<file path="src/rtl/dpram_port_requester.sv">
// -----------------------------------------------------------------------------
// dpram_port_requester
//
// Request-buffering front end for one port of a dual-port RAM. Client
// commands (read/write) enter a command FIFO over a valid/ready channel and
// are issued to the RAM strictly in order from registered FIFO storage.
// Read data returns one cycle after an accepted read and is captured into a
// response FIFO that is drained by the client over a valid/ready channel.
// A credit check keeps reads from issuing unless a response slot is
// guaranteed, so capture never overflows the response FIFO.
//
// Ports:
//   clk, rst_n                  clock, synchronous active-low reset
//   req_valid/req_ready         client command handshake
//   req_addr/req_data/req_we    command fields (data ignored for reads)
//   rsp_valid/rsp_ready         client read-data handshake
//   rsp_data                    read data, in command order
//   ram_addr/ram_data/ram_we    to RAM port (held at 0 when ram_valid=0)
//   ram_valid/ram_ready         RAM request handshake
//   ram_q                       RAM read data, one cycle after a read
//
// Optional build macro DPRAM_REQ_STATS_EN adds saturating 16-bit counters:
//   stat_rd_cnt, stat_wr_cnt    accepted RAM read / write transfers
//   stat_stall_cnt              cycles with a queued command held by credit
// -----------------------------------------------------------------------------
module dpram_port_requester #(
    parameter int ADDR_W    = 8,
    parameter int DATA_W    = 8,
    parameter int CMD_DEPTH = 4,
    parameter int RSP_DEPTH = 4
) (
    input  logic              clk,
    input  logic              rst_n,
    input  logic              req_valid,
    output logic              req_ready,
    input  logic [ADDR_W-1:0] req_addr,
    input  logic [DATA_W-1:0] req_data,
    input  logic              req_we,
    output logic              rsp_valid,
    input  logic              rsp_ready,
    output logic [DATA_W-1:0] rsp_data,
    output logic [ADDR_W-1:0] ram_addr,
    output logic [DATA_W-1:0] ram_data,
    output logic              ram_we,
    output logic              ram_valid,
    input  logic              ram_ready,
    input  logic [DATA_W-1:0] ram_q
`ifdef DPRAM_REQ_STATS_EN
    ,
    output logic [15:0]       stat_rd_cnt,
    output logic [15:0]       stat_wr_cnt,
    output logic [15:0]       stat_stall_cnt
`endif
);

    localparam int CMD_AW = $clog2(CMD_DEPTH);
    localparam int RSP_AW = $clog2(RSP_DEPTH);

    localparam logic [CMD_AW-1:0] CMD_PTR_ONE  = CMD_AW'(1);
    localparam logic [CMD_AW:0]   CMD_CNT_ONE  = (CMD_AW+1)'(1);
    localparam logic [CMD_AW:0]   CMD_CNT_ZERO = (CMD_AW+1)'(0);
    localparam logic [CMD_AW:0]   CMD_CNT_FULL = (CMD_AW+1)'(CMD_DEPTH);
    localparam logic [RSP_AW-1:0] RSP_PTR_ONE  = RSP_AW'(1);
    localparam logic [RSP_AW:0]   RSP_CNT_ONE  = (RSP_AW+1)'(1);
    localparam logic [RSP_AW:0]   RSP_CNT_ZERO = (RSP_AW+1)'(0);
    localparam logic [RSP_AW+1:0] RSP_LIMIT    = (RSP_AW+2)'(RSP_DEPTH);

    // Command FIFO storage and state
    logic [ADDR_W-1:0] cmd_addr_mem_r [CMD_DEPTH];
    logic [DATA_W-1:0] cmd_data_mem_r [CMD_DEPTH];
    logic [CMD_DEPTH-1:0] cmd_we_mem_r;
    logic [CMD_AW-1:0] cmd_wr_ptr_r;
    logic [CMD_AW-1:0] cmd_rd_ptr_r;
    logic [CMD_AW:0]   cmd_count_r;

    // Response FIFO storage and state
    logic [DATA_W-1:0] rsp_mem_r [RSP_DEPTH];
    logic [RSP_AW-1:0] rsp_wr_ptr_r;
    logic [RSP_AW-1:0] rsp_rd_ptr_r;
    logic [RSP_AW:0]   rsp_count_r;

    logic rd_pending_r;

    logic              cmd_empty_s;
    logic              cmd_full_s;
    logic              cmd_push_s;
    logic              cmd_pop_s;
    logic              head_we_s;
    logic              credit_ok_s;
    logic [RSP_AW+1:0] credit_sum_s;
    logic              ram_valid_s;
    logic              rd_acc_s;
    logic              wr_acc_s;
    logic              rsp_empty_s;
    logic              rsp_pop_s;
    logic [ADDR_W-1:0] ram_addr_s;
    logic [DATA_W-1:0] ram_data_s;
    logic              ram_we_s;
    logic [DATA_W-1:0] rsp_data_s;

    // Handshake decode and output steering, all derived from registered state
    always_comb begin
        cmd_empty_s  = (cmd_count_r == CMD_CNT_ZERO);
        cmd_full_s   = (cmd_count_r == CMD_CNT_FULL);
        rsp_empty_s  = (rsp_count_r == RSP_CNT_ZERO);
        head_we_s    = cmd_we_mem_r[cmd_rd_ptr_r];
        // An in-flight read already owns a response slot.
        credit_sum_s = {1'b0, rsp_count_r} + {{(RSP_AW+1){1'b0}}, rd_pending_r};
        credit_ok_s  = (credit_sum_s < RSP_LIMIT);
        ram_valid_s  = !cmd_empty_s && (head_we_s || credit_ok_s);
        // Gating with rst_n keeps req_ready low for the whole reset window.
        cmd_push_s   = req_valid && rst_n && !cmd_full_s;
        cmd_pop_s    = ram_valid_s && ram_ready;
        rd_acc_s     = cmd_pop_s && !head_we_s;
        wr_acc_s     = cmd_pop_s && head_we_s;
        rsp_pop_s    = !rsp_empty_s && rsp_ready;
        if (ram_valid_s) begin
            ram_addr_s = cmd_addr_mem_r[cmd_rd_ptr_r];
            ram_data_s = cmd_data_mem_r[cmd_rd_ptr_r];
            ram_we_s   = head_we_s;
        end else begin
            ram_addr_s = {ADDR_W{1'b0}};
            ram_data_s = {DATA_W{1'b0}};
            ram_we_s   = 1'b0;
        end
        if (!rsp_empty_s) begin
            rsp_data_s = rsp_mem_r[rsp_rd_ptr_r];
        end else begin
            rsp_data_s = {DATA_W{1'b0}};
        end
    end

    assign req_ready = rst_n && !cmd_full_s;
    assign ram_valid = ram_valid_s;
    assign ram_addr  = ram_addr_s;
    assign ram_data  = ram_data_s;
    assign ram_we    = ram_we_s;
    assign rsp_valid = !rsp_empty_s;
    assign rsp_data  = rsp_data_s;

    // Command FIFO storage write (contents need no reset; count gates use)
    always_ff @(posedge clk) begin
        if (cmd_push_s) begin
            cmd_addr_mem_r[cmd_wr_ptr_r] <= req_addr;
            cmd_data_mem_r[cmd_wr_ptr_r] <= req_data;
            cmd_we_mem_r[cmd_wr_ptr_r]   <= req_we;
        end
    end

    // Command FIFO pointers and occupancy
    always_ff @(posedge clk) begin
        if (!rst_n) begin
            cmd_wr_ptr_r <= {CMD_AW{1'b0}};
            cmd_rd_ptr_r <= {CMD_AW{1'b0}};
            cmd_count_r  <= CMD_CNT_ZERO;
        end else begin
            if (cmd_push_s) begin
                cmd_wr_ptr_r <= cmd_wr_ptr_r + CMD_PTR_ONE;
            end
            if (cmd_pop_s) begin
                cmd_rd_ptr_r <= cmd_rd_ptr_r + CMD_PTR_ONE;
            end
            case ({cmd_push_s, cmd_pop_s})
                2'b10:   cmd_count_r <= cmd_count_r + CMD_CNT_ONE;
                2'b01:   cmd_count_r <= cmd_count_r - CMD_CNT_ONE;
                default: cmd_count_r <= cmd_count_r;
            endcase
        end
    end

    // Response FIFO storage write: ram_q is valid the cycle after a read
    always_ff @(posedge clk) begin
        if (rd_pending_r) begin
            rsp_mem_r[rsp_wr_ptr_r] <= ram_q;
        end
    end

    // Read tracking and response FIFO pointers and occupancy
    always_ff @(posedge clk) begin
        if (!rst_n) begin
            rd_pending_r <= 1'b0;
            rsp_wr_ptr_r <= {RSP_AW{1'b0}};
            rsp_rd_ptr_r <= {RSP_AW{1'b0}};
            rsp_count_r  <= RSP_CNT_ZERO;
        end else begin
            rd_pending_r <= rd_acc_s;
            if (rd_pending_r) begin
                rsp_wr_ptr_r <= rsp_wr_ptr_r + RSP_PTR_ONE;
            end
            if (rsp_pop_s) begin
                rsp_rd_ptr_r <= rsp_rd_ptr_r + RSP_PTR_ONE;
            end
            case ({rd_pending_r, rsp_pop_s})
                2'b10:   rsp_count_r <= rsp_count_r + RSP_CNT_ONE;
                2'b01:   rsp_count_r <= rsp_count_r - RSP_CNT_ONE;
                default: rsp_count_r <= rsp_count_r;
            endcase
        end
    end

`ifdef DPRAM_REQ_STATS_EN
    localparam logic [15:0] STAT_MAX = 16'hFFFF;

    logic [15:0] stat_rd_cnt_r;
    logic [15:0] stat_wr_cnt_r;
    logic [15:0] stat_stall_cnt_r;

    // Saturating transfer and credit-stall counters
    always_ff @(posedge clk) begin
        if (!rst_n) begin
            stat_rd_cnt_r    <= 16'd0;
            stat_wr_cnt_r    <= 16'd0;
            stat_stall_cnt_r <= 16'd0;
        end else begin
            if (rd_acc_s && (stat_rd_cnt_r != STAT_MAX)) begin
                stat_rd_cnt_r <= stat_rd_cnt_r + 16'd1;
            end
            if (wr_acc_s && (stat_wr_cnt_r != STAT_MAX)) begin
                stat_wr_cnt_r <= stat_wr_cnt_r + 16'd1;
            end
            if (!cmd_empty_s && !ram_valid_s && (stat_stall_cnt_r != STAT_MAX)) begin
                stat_stall_cnt_r <= stat_stall_cnt_r + 16'd1;
            end
        end
    end

    assign stat_rd_cnt    = stat_rd_cnt_r;
    assign stat_wr_cnt    = stat_wr_cnt_r;
    assign stat_stall_cnt = stat_stall_cnt_r;
`endif

endmodule

</file>
<file path="config.mk">
export PLATFORM = sky130hd
export DESIGN_NAME = dpram_port_requester
export DESIGN_NICKNAME = d
export VERILOG_FILES = /design/src/rtl/dpram_port_requester.sv
export SDC_FILE = /design/constraint.sdc
export NUM_CORES = 1
export LEC_CHECK = 0
export CORE_AREA = 2 2 93 95
export DETAILED_ROUTE_END_ITERATION = 8
export DIE_AREA = 0 0 95 97
export DONT_BUFFER_PORTS = 1
export GPL_TIMING_DRIVEN = 1
export PLACE_DENSITY_LB_ADDON = 0.05
export SETUP_SLACK_MARGIN = 0.05
export SYNTH_ARGS = -nofsm -noshare
export SYNTH_HDL_FRONTEND = slang
export SYNTH_SLANG_ARGS = --single-unit
</file>
<file path="constraint.sdc">
create_clock -name clk -period 2.7 [get_ports clk]
set_input_delay 0.405 -clock clk [delete_from_list [all_inputs] [get_ports clk]]
set_output_delay 0.405 -clock clk [all_outputs]
set_load 0.05 [all_outputs]
</file>
==> results of run 1 <==
-- per-stage QoR --
step	total power, mW	setup slack, ns	util [%]	cell area [sq um]
2_1_floorplan	3.62	0.304	-	4810
3_3_place_gp	4.03	0.306	63.1	5130
3_5_place_dp	4.05	0.256	63.1	5130
4_1_cts	6.30	0.126	73.6	5980
5_1_grt	6.52	0.0544	73.6	5980
6_report	6.23	0.157	73.6	5980
-- power by group through the flow --
stage | Combinational, mW | Clock [mW] | Sequential (mW)
after global placement | 1.79 | 0 | 2.23
after global routing | 1.99 | 2.31 | 2.22
after detailed placement | 1.81 | 0 | 2.24
after CTS | 1.88 | 2.22 | 2.21
final | 1.85 | 2.18 | 2.20
after floorplan | 1.42 | 0 | 2.20
-- per-layer routing --
metal | wire length, um | track usage, % | vias to the layer above
li1 | - | - | 1188
met1 | 3530 | 25.5 | 1235
met2 | 3650 | 27.6 | 69
met3 | 443 | 7.63 | 14
met4 | 117 | 6.47 | 0
met5 | 0 | 0 | -
-- cells in the mapped netlist --
library cell	count	area, sq um
edfxtp_1	100	3000
mux4_2	25	563
nor2b_1	25	156
dfxtp_1	19	380
inv_1	17	63.8
nor2_1	13	48.8
ha_1	10	125
and2_1	9	56.3
xor2_1	6	52.6
a21oi_1	5	25.0
clkbuf_1	5	18.8
o311ai_0	4	35.0
buf_2	3	15.0
nand2_1	3	11.3
o31ai_1	3	22.5
fa_1	2	40.0
nand4_1	2	12.5
nor3_1	2	10.0
o2111ai_1	2	17.5
o21ai_0	2	10.0
o31a_1	2	17.5
or3_1	2	12.5
a31o_2	1	8.76
a31oi_2	1	12.5
and3_1	1	6.26
buf_1	1	3.75
buf_4	1	7.51
buf_6	1	11.3
mux2i_1	1	10.0
nand3_1	1	5.00
o211ai_1	1	7.51
o32ai_4	1	27.5
or3b_1	1	8.76
xnor2_1	1	8.76
-- state kept, by name, indices dropped and copies added (netlist names), named ones only --
signal,count
rd_pending_r,1
cmd_we_mem_r,4
rsp_mem_r,32
cmd_addr_mem_r,32
rsp_count_r,3
cmd_wr_ptr_r,2
cmd_data_mem_r,32
rsp_rd_ptr_r,2
rsp_wr_ptr_r,2
cmd_rd_ptr_r,2
cmd_count_r,3
-- area by class of cell --
type                            instances  area [sq um]  share of cell area, %
Multi-Input combinational cell        126          1310                   21.9
Tap cell                              105           131                   2.20
Sequential cell                       119          3380                   56.5
Clock inverter                         14           175                   2.93
Clock buffer                           18           418                   6.98
Inverter                               17          63.8                   1.07
Timing Repair Buffer                   58           502                   8.38
-- placed cells by master, fill, tap and decap left out, drive strengths merged, types with 2 or more instances in the layout --
cell type / Yosys / routed
a21oi: 5 / 5
and2: 9 / 9
buf: 6 / 33
bufinv: 0 / 3
clkbuf: 5 / 18
clkinv: 0 / 4
clkinvlp: 0 / 5
dfxtp: 19 / 19
dlygate4sd3: 0 / 25
edfxtp: 100 / 100
fa: 2 / 2
ha: 10 / 10
inv: 17 / 19
mux4: 25 / 25
nand2: 3 / 3
nand4: 2 / 2
nor2: 13 / 13
nor2b: 25 / 25
nor3: 2 / 2
o2111ai: 2 / 2
o21ai: 2 / 2
o311ai: 4 / 4
o31a: 2 / 2
o31ai: 3 / 3
or3: 2 / 2
xor2: 6 / 6
-- worst max-delay path by stage --
stage | slack (ns) | cells after the start | to | startpoint
2_1_floorplan | 0.30 | 10 | cmd_count_r[2]$_SDFFE_PN0P_ | cmd_count_r[0]$_SDFFE_PN0P_
3_3_place_gp | 0.31 | 9 | cmd_count_r[2]$_SDFFE_PN0P_ | cmd_count_r[0]$_SDFFE_PN0P_
3_5_place_dp | 0.26 | 9 | cmd_count_r[2]$_SDFFE_PN0P_ | cmd_count_r[0]$_SDFFE_PN0P_
4_1_cts | 0.13 | 5 | ram_addr[3] | cmd_rd_ptr_r[0]$_SDFFE_PN0N_
5_1_grt | 0.05 | 3 | rsp_data[6] | flop
6_report | 0.16 | 5 | ram_data[0] | cmd_rd_ptr_r[0]$_SDFFE_PN0N_
-- logic make-up after synthesis --
logic type	count (synthesis)	synth area share (%)
adder cells (fa/ha/maj)	12	3.43
XOR/XNOR	7	1.27
AND/OR/NAND/NOR	59	6.81
AO/OA/AOI/OAI	22	3.82
multiplexers	26	11.9
flip-flops	119	70.3
buffers and inverters	28	2.49
-- what timing repair did --
item                       in CTS  in global routing
hold endpoints to repair      100                  0
hold buffers                   25                  0
gates resized for setup         1                  0
setup buffers                   1                  0
setup endpoints to repair      17                  0
==> summary.md, run 1 <==
| Metric | Value |
|---|---|
| # clock sinks | `119` |
| CP arrival | `2.14 ns` |
| Maximum VDD drop | `0.624 mV` |
| Initial antenna violation count | `0` |
| Setup TNS | `0 ns` |
| Critical path class | `reg -> out` |
| Critical path fanouts, max | `17` |
| Max Clock Skew | `0.00582 ns` |
| Synthesized area per cell | `17.6 sq um` |
| Critical R2R Launch | `cmd_count_r[0]$_SDFFE_PN0P_` |
| IO Port Bufs | `0` |
| Final Hold Viols | `0` |
| Post-DP HPWL | `4850 um` |
| Sequential-to-total area share from yosys stat | `70.3%` |
| P_leak | `2.04 nW` |
| Slew Viols, Final | `0` |
| DRC Markers | `0` |
| Clock power share | `35.0%` |
| Worst-path clk slew | `0.06 ns` |
| Post-DRT Antenna Nets | `0` |
| Hold Path End | `cmd_wr_ptr_r[0]$_SDFFE_PN0P_` |
| Core footprint | `0.00813 sq mm` |
| Clock buffer depth | `2` |
| CP peak stage delay | `0.57 ns` |
| Die Span X | `95 um` |
| Pint | `4.19 mW` |
| Routed via count | `2,506` |
| Die area | `0.00922 sq mm` |
| # rows | `33` |
| # setup viols final | `0` |
| Sequential share of power | `35.3%` |
| Syn Nets | `315` |
| Pwr/cell area | `1040 mW/mm^2` |
| Hold crit path type | `in -> reg` |
| Antenna cells | `0` |
| Vias/cell | `5.48` |
| WP data required | `2.30 ns` |
| Initial Utilization | `59.2%` |
| R2R Path End | `cmd_count_r[2]$_SDFFE_PN0P_` |
| Worst setup SP type | `flop` |
| Final GP Congestion | `0.714` |
| H-tree levels | `4` |
| CP Capture Type | `primary output` |
| GRT Total Usage | `18.7%` |
| Yosys reg bits | `119` |
| DRT Pass-1 Iters | `4` |
| CTS Root Cell | `clkbuf_8` |
| First-pass GRT wire length | `12,500 um` |
| Max-cap violation count | `0` |
| Layout cells sized above 1 | `25.9%` |
| CTS tree | `done` |
| Switching Power | `2.04 mW` |
| Outcome | `completed` |
| Slew headroom | `37.6%` |
| Number of global-route vias before repair | `2,540` |
| HP Start | `req_valid` |
| Fmax | `0.393 GHz` |
| Fill count | `505` |
| Worst reg2reg setup slack | `0.24 ns` |
| Crit path max-delay cell type | `mux4_2` |
| CTS Buf Count | `17` |
| Buf/Inv on CP | `2` |
| Final min period | `2.54 ns` |
| Worst Tran Pin Value | `0.936 ns` |
| Die Ht | `97 um` |
| Placed insts | `399` |
| FF-to-FF path depth | `9` |
| Syn Inst Count | `273` |
| Clock Latency Late Sink | `0.50 ns` |
| I/O pin count | `58` |
| Synth Warn # | `0` |
| Largest net degree at the start of global routing | `18` |
| Fin nets | `381` |
| GR Overflow Total | `0` |
| Drt total wl | `7750 um` |
| Worst hold path cell count | `2` |
| Cells along the critical path | `mux4_2, o32ai_4, buf_6, nor2b_1, buf_4` |
| Final Non-Filler Cells | `457` |
| Fin Hold WS | `0.0675 ns` |
| Cell area after synthesis | `0.00481 sq mm` |
| Initial DRC count | `100` |
| RSZ-0062 raised after global routing | `false` |
| Synth cell types | `34` |
| Final Cycle Share | `94.2%` |
| Area Growth Syn to Fin | `24.3%` |
| Delay-heaviest family, CP | `multiplexers` |
| Switching part of the total power | `32.7%` |
| Drt wl/cell | `17.0 um` |
| Comb power frac | `29.7%` |
(Power assumes the default switching activity.)
==> inputs of run 2 (changes only) <==
--- a/config.mk
+++ b/config.mk
@@ -6,6 +6,7 @@
 export NUM_CORES = 1
 export LEC_CHECK = 0
 export CORE_AREA = 2 2 93 95
+export CTS_BUF_LIST = sky130_fd_sc_hd__clkbuf_4
 export DETAILED_ROUTE_END_ITERATION = 8
 export DIE_AREA = 0 0 95 97
 export DONT_BUFFER_PORTS = 1
==> summary.md, run 2 (synthesis results as in run 1) <==
| Metric | Value |
|---|---|
| Outcome | `completed (unchanged)` |
| Post-DP HPWL | `4850 um (unchanged)` |
| CTS Root Cell | `clkbuf_4 (was clkbuf_8)` |
| # rows | `33 (unchanged)` |
| Sequential share of power | `41.0% (was 35.3%)` |
| Worst hold path cell count | `2 (unchanged)` |
| Vias/cell | `5.44 (was 5.48)` |
| Die Span X | `95 um (unchanged)` |
| Max-cap violation count | `0 (unchanged)` |
| Routed via count | `2,484 (was 2,506)` |
| Max Clock Skew | `0.0123 ns (was 0.00582 ns)` |
| Slew headroom | `35.6% (was 37.6%)` |
| Leading registers by flop count | `cmd_addr_mem_r x32, cmd_data_mem_r x32, rsp_mem_r x32 (unchanged)` |
| Pwr/cell area | `941 mW/mm^2 (was 1040 mW/mm^2)` |
| WP data required | `2.30 ns (about the same)` |
| RSZ-0062 raised after global routing | `false (unchanged)` |
| Most common cell after layout, fill and taps aside | `edfxtp_1 (unchanged)` |
| Antenna cells | `0 (unchanged)` |
| Fmax | `0.393 GHz (about the same)` |
| CTS Buf Count | `17 (unchanged)` |
| Drt wl/cell | `16.9 um (was 17.0 um)` |
| CP arrival | `2.14 ns (about the same)` |
| Die Ht | `97 um (unchanged)` |
| Setup TNS | `0 ns (unchanged)` |
| Comb power frac | `34.4% (was 29.7%)` |
| Slew Viols, Final | `0 (unchanged)` |
| Initial antenna violation count | `0 (unchanged)` |
| H-tree levels | `4 (unchanged)` |
| Largest net degree at the start of global routing | `18 (unchanged)` |
| Worst-path clk slew | `0.11 ns (was 0.06 ns)` |
| Switching part of the total power | `35.9% (was 32.7%)` |
| GRT Total Usage | `18.3% (was 18.7%)` |
| Worst Tran Pin Value | `0.967 ns (was 0.936 ns)` |
| Switching Power | `1.93 mW (was 2.04 mW)` |
| # clock sinks | `119 (unchanged)` |
| First-pass GRT wire length | `12,500 um (about the same)` |
| Clock buffer depth | `2 (unchanged)` |
| Final min period | `2.54 ns (about the same)` |
| Final Non-Filler Cells | `457 (unchanged)` |
| Die area | `0.00922 sq mm (unchanged)` |
| Core footprint | `0.00813 sq mm (unchanged)` |
| Final GP Congestion | `0.714 (unchanged)` |
| Fin nets | `381 (unchanged)` |
| CP Capture Type | `primary output (unchanged)` |
| P_leak | `1.92 nW (was 2.04 nW)` |
| Critical path class | `reg -> out (unchanged)` |
| Area after DPL | `0.00513 sq mm (unchanged)` |
| IO Port Bufs | `0 (unchanged)` |
| DRT Pass-1 Iters | `5 (was 4)` |
| Worst setup SP type | `flop (unchanged)` |
| Number of global-route vias before repair | `2,538 (was 2,540)` |
| Maximum VDD drop | `0.576 mV (was 0.624 mV)` |
| Drt total wl | `7730 um (was 7750 um)` |
| Clock Latency Late Sink | `0.48 ns (was 0.50 ns)` |
| CTS tree | `done (unchanged)` |
| FF-to-FF path depth | `9 (unchanged)` |
| Clock power share | `24.6% (was 35.0%)` |
| I/O pin count | `58 (unchanged)` |
| Commonest cells after routing, fill and taps aside | `edfxtp_1 (100), buf_4 (32), mux4_2 (25), nor2b_1 (25), dlygate4sd3_1 (25) (unchanged)` |
| Layout cells sized above 1 | `26.4% (was 25.9%)` |
| Initial DRC count | `135 (was 100)` |
| Hold crit path type | `in -> reg (unchanged)` |
| Placed insts | `399 (unchanged)` |
| DRC Markers | `0 (unchanged)` |
| Pint | `3.44 mW (was 4.19 mW)` |
| Final Cycle Share | `94.2% (about the same)` |
| # setup viols final | `0 (unchanged)` |
| Area Growth Syn to Fin | `18.5% (was 24.3%)` |
| Cell area after layout | `0.00570 sq mm (was 0.00598 sq mm)` |
| Critical path fanouts, max | `17 (unchanged)` |
| Post-DRT Antenna Nets | `0 (unchanged)` |
| GR Overflow Total | `0 (unchanged)` |
| Final Hold Viols | `0 (unchanged)` |
| Initial Utilization | `59.2% (unchanged)` |
[run 2: cell count changes in the layout (fill, tap and decap cells not counted)]
| cell | change |
|---|---|
| clkbuf_1 | -1 |
| clkbuf_16 | -16 |
| clkbuf_4 | +18 |
| clkbuf_8 | -1 |
| dfxtp_1 | -1 |
| dfxtp_2 | +1 |
[run 2: worst paths after layout]
kind         slack (ns)                         start                      endpoint
max                0.16  cmd_rd_ptr_r[0]$_SDFFE_PN0N_                   ram_addr[3]
min                0.08                     req_valid  cmd_wr_ptr_r[0]$_SDFFE_PN0P_
max reg2reg        0.23   cmd_count_r[0]$_SDFFE_PN0P_   cmd_count_r[2]$_SDFFE_PN0P_
min reg2reg        0.54  rsp_rd_ptr_r[1]$_SDFFE_PN0N_                          flop
[run 2: per-layer routing]
layer  track usage (%)  wire (um)  vias up
met3              5.61        318       12
met4              7.25        102        0
met1              24.8       3540     1230
met2              27.9       3760       56
li1                  -          -     1186
met5                 0          0        -
[run 2: power by group through the flow]
stage	clock, mW	sequential [mW]	combinational [mW]
detailed placement	0	2.24	1.81
finish	1.32	2.20	1.85
CTS	1.36	2.20	1.87
global route	1.43	2.22	1.99
floorplan	0	2.20	1.42
global placement	0	2.23	1.79
[run 2: layout make-up]
| cell class | count | area (sq um) |
|---|---|---|
| multi-input combinational | 126 | 1310 |
| clock buffer | 18 | 135 |
| sequential | 119 | 3380 |
| timing repair buffer | 58 | 502 |
| fill | 556 | 2430 |
| clock inverter | 14 | 175 |
| inverter | 17 | 63.8 |
| tap | 105 | 131 |
[run 2: worst max-delay path: stages, from the launching register on]
cell and delay, ns:
dfxtp_1 0.43, mux4_2 0.58, o32ai_4 0.15, buf_6 0.22, nor2b_1 0.08, buf_4 0.19
[run 2: what timing repair did]
action	in CTS	in global routing
gates resized for setup	1	1
setup endpoints to repair	17	5
hold buffers	25	0
setup buffers	1	0
endpoints found under the hold margin	100	0
[run 2: metrics by stage]
stage	hold WS, ns	utilization (%)	total power [mW]	worst slack [ns]
floorplan	0.485	-	3.62	0.304
global placement	0.504	63.1	4.03	0.306
detailed placement	0.504	63.1	4.05	0.256
CTS	0.0300	70.1	5.43	0.102
global route	0.0486	70.1	5.63	0.0524
finish	0.0797	70.1	5.37	0.157
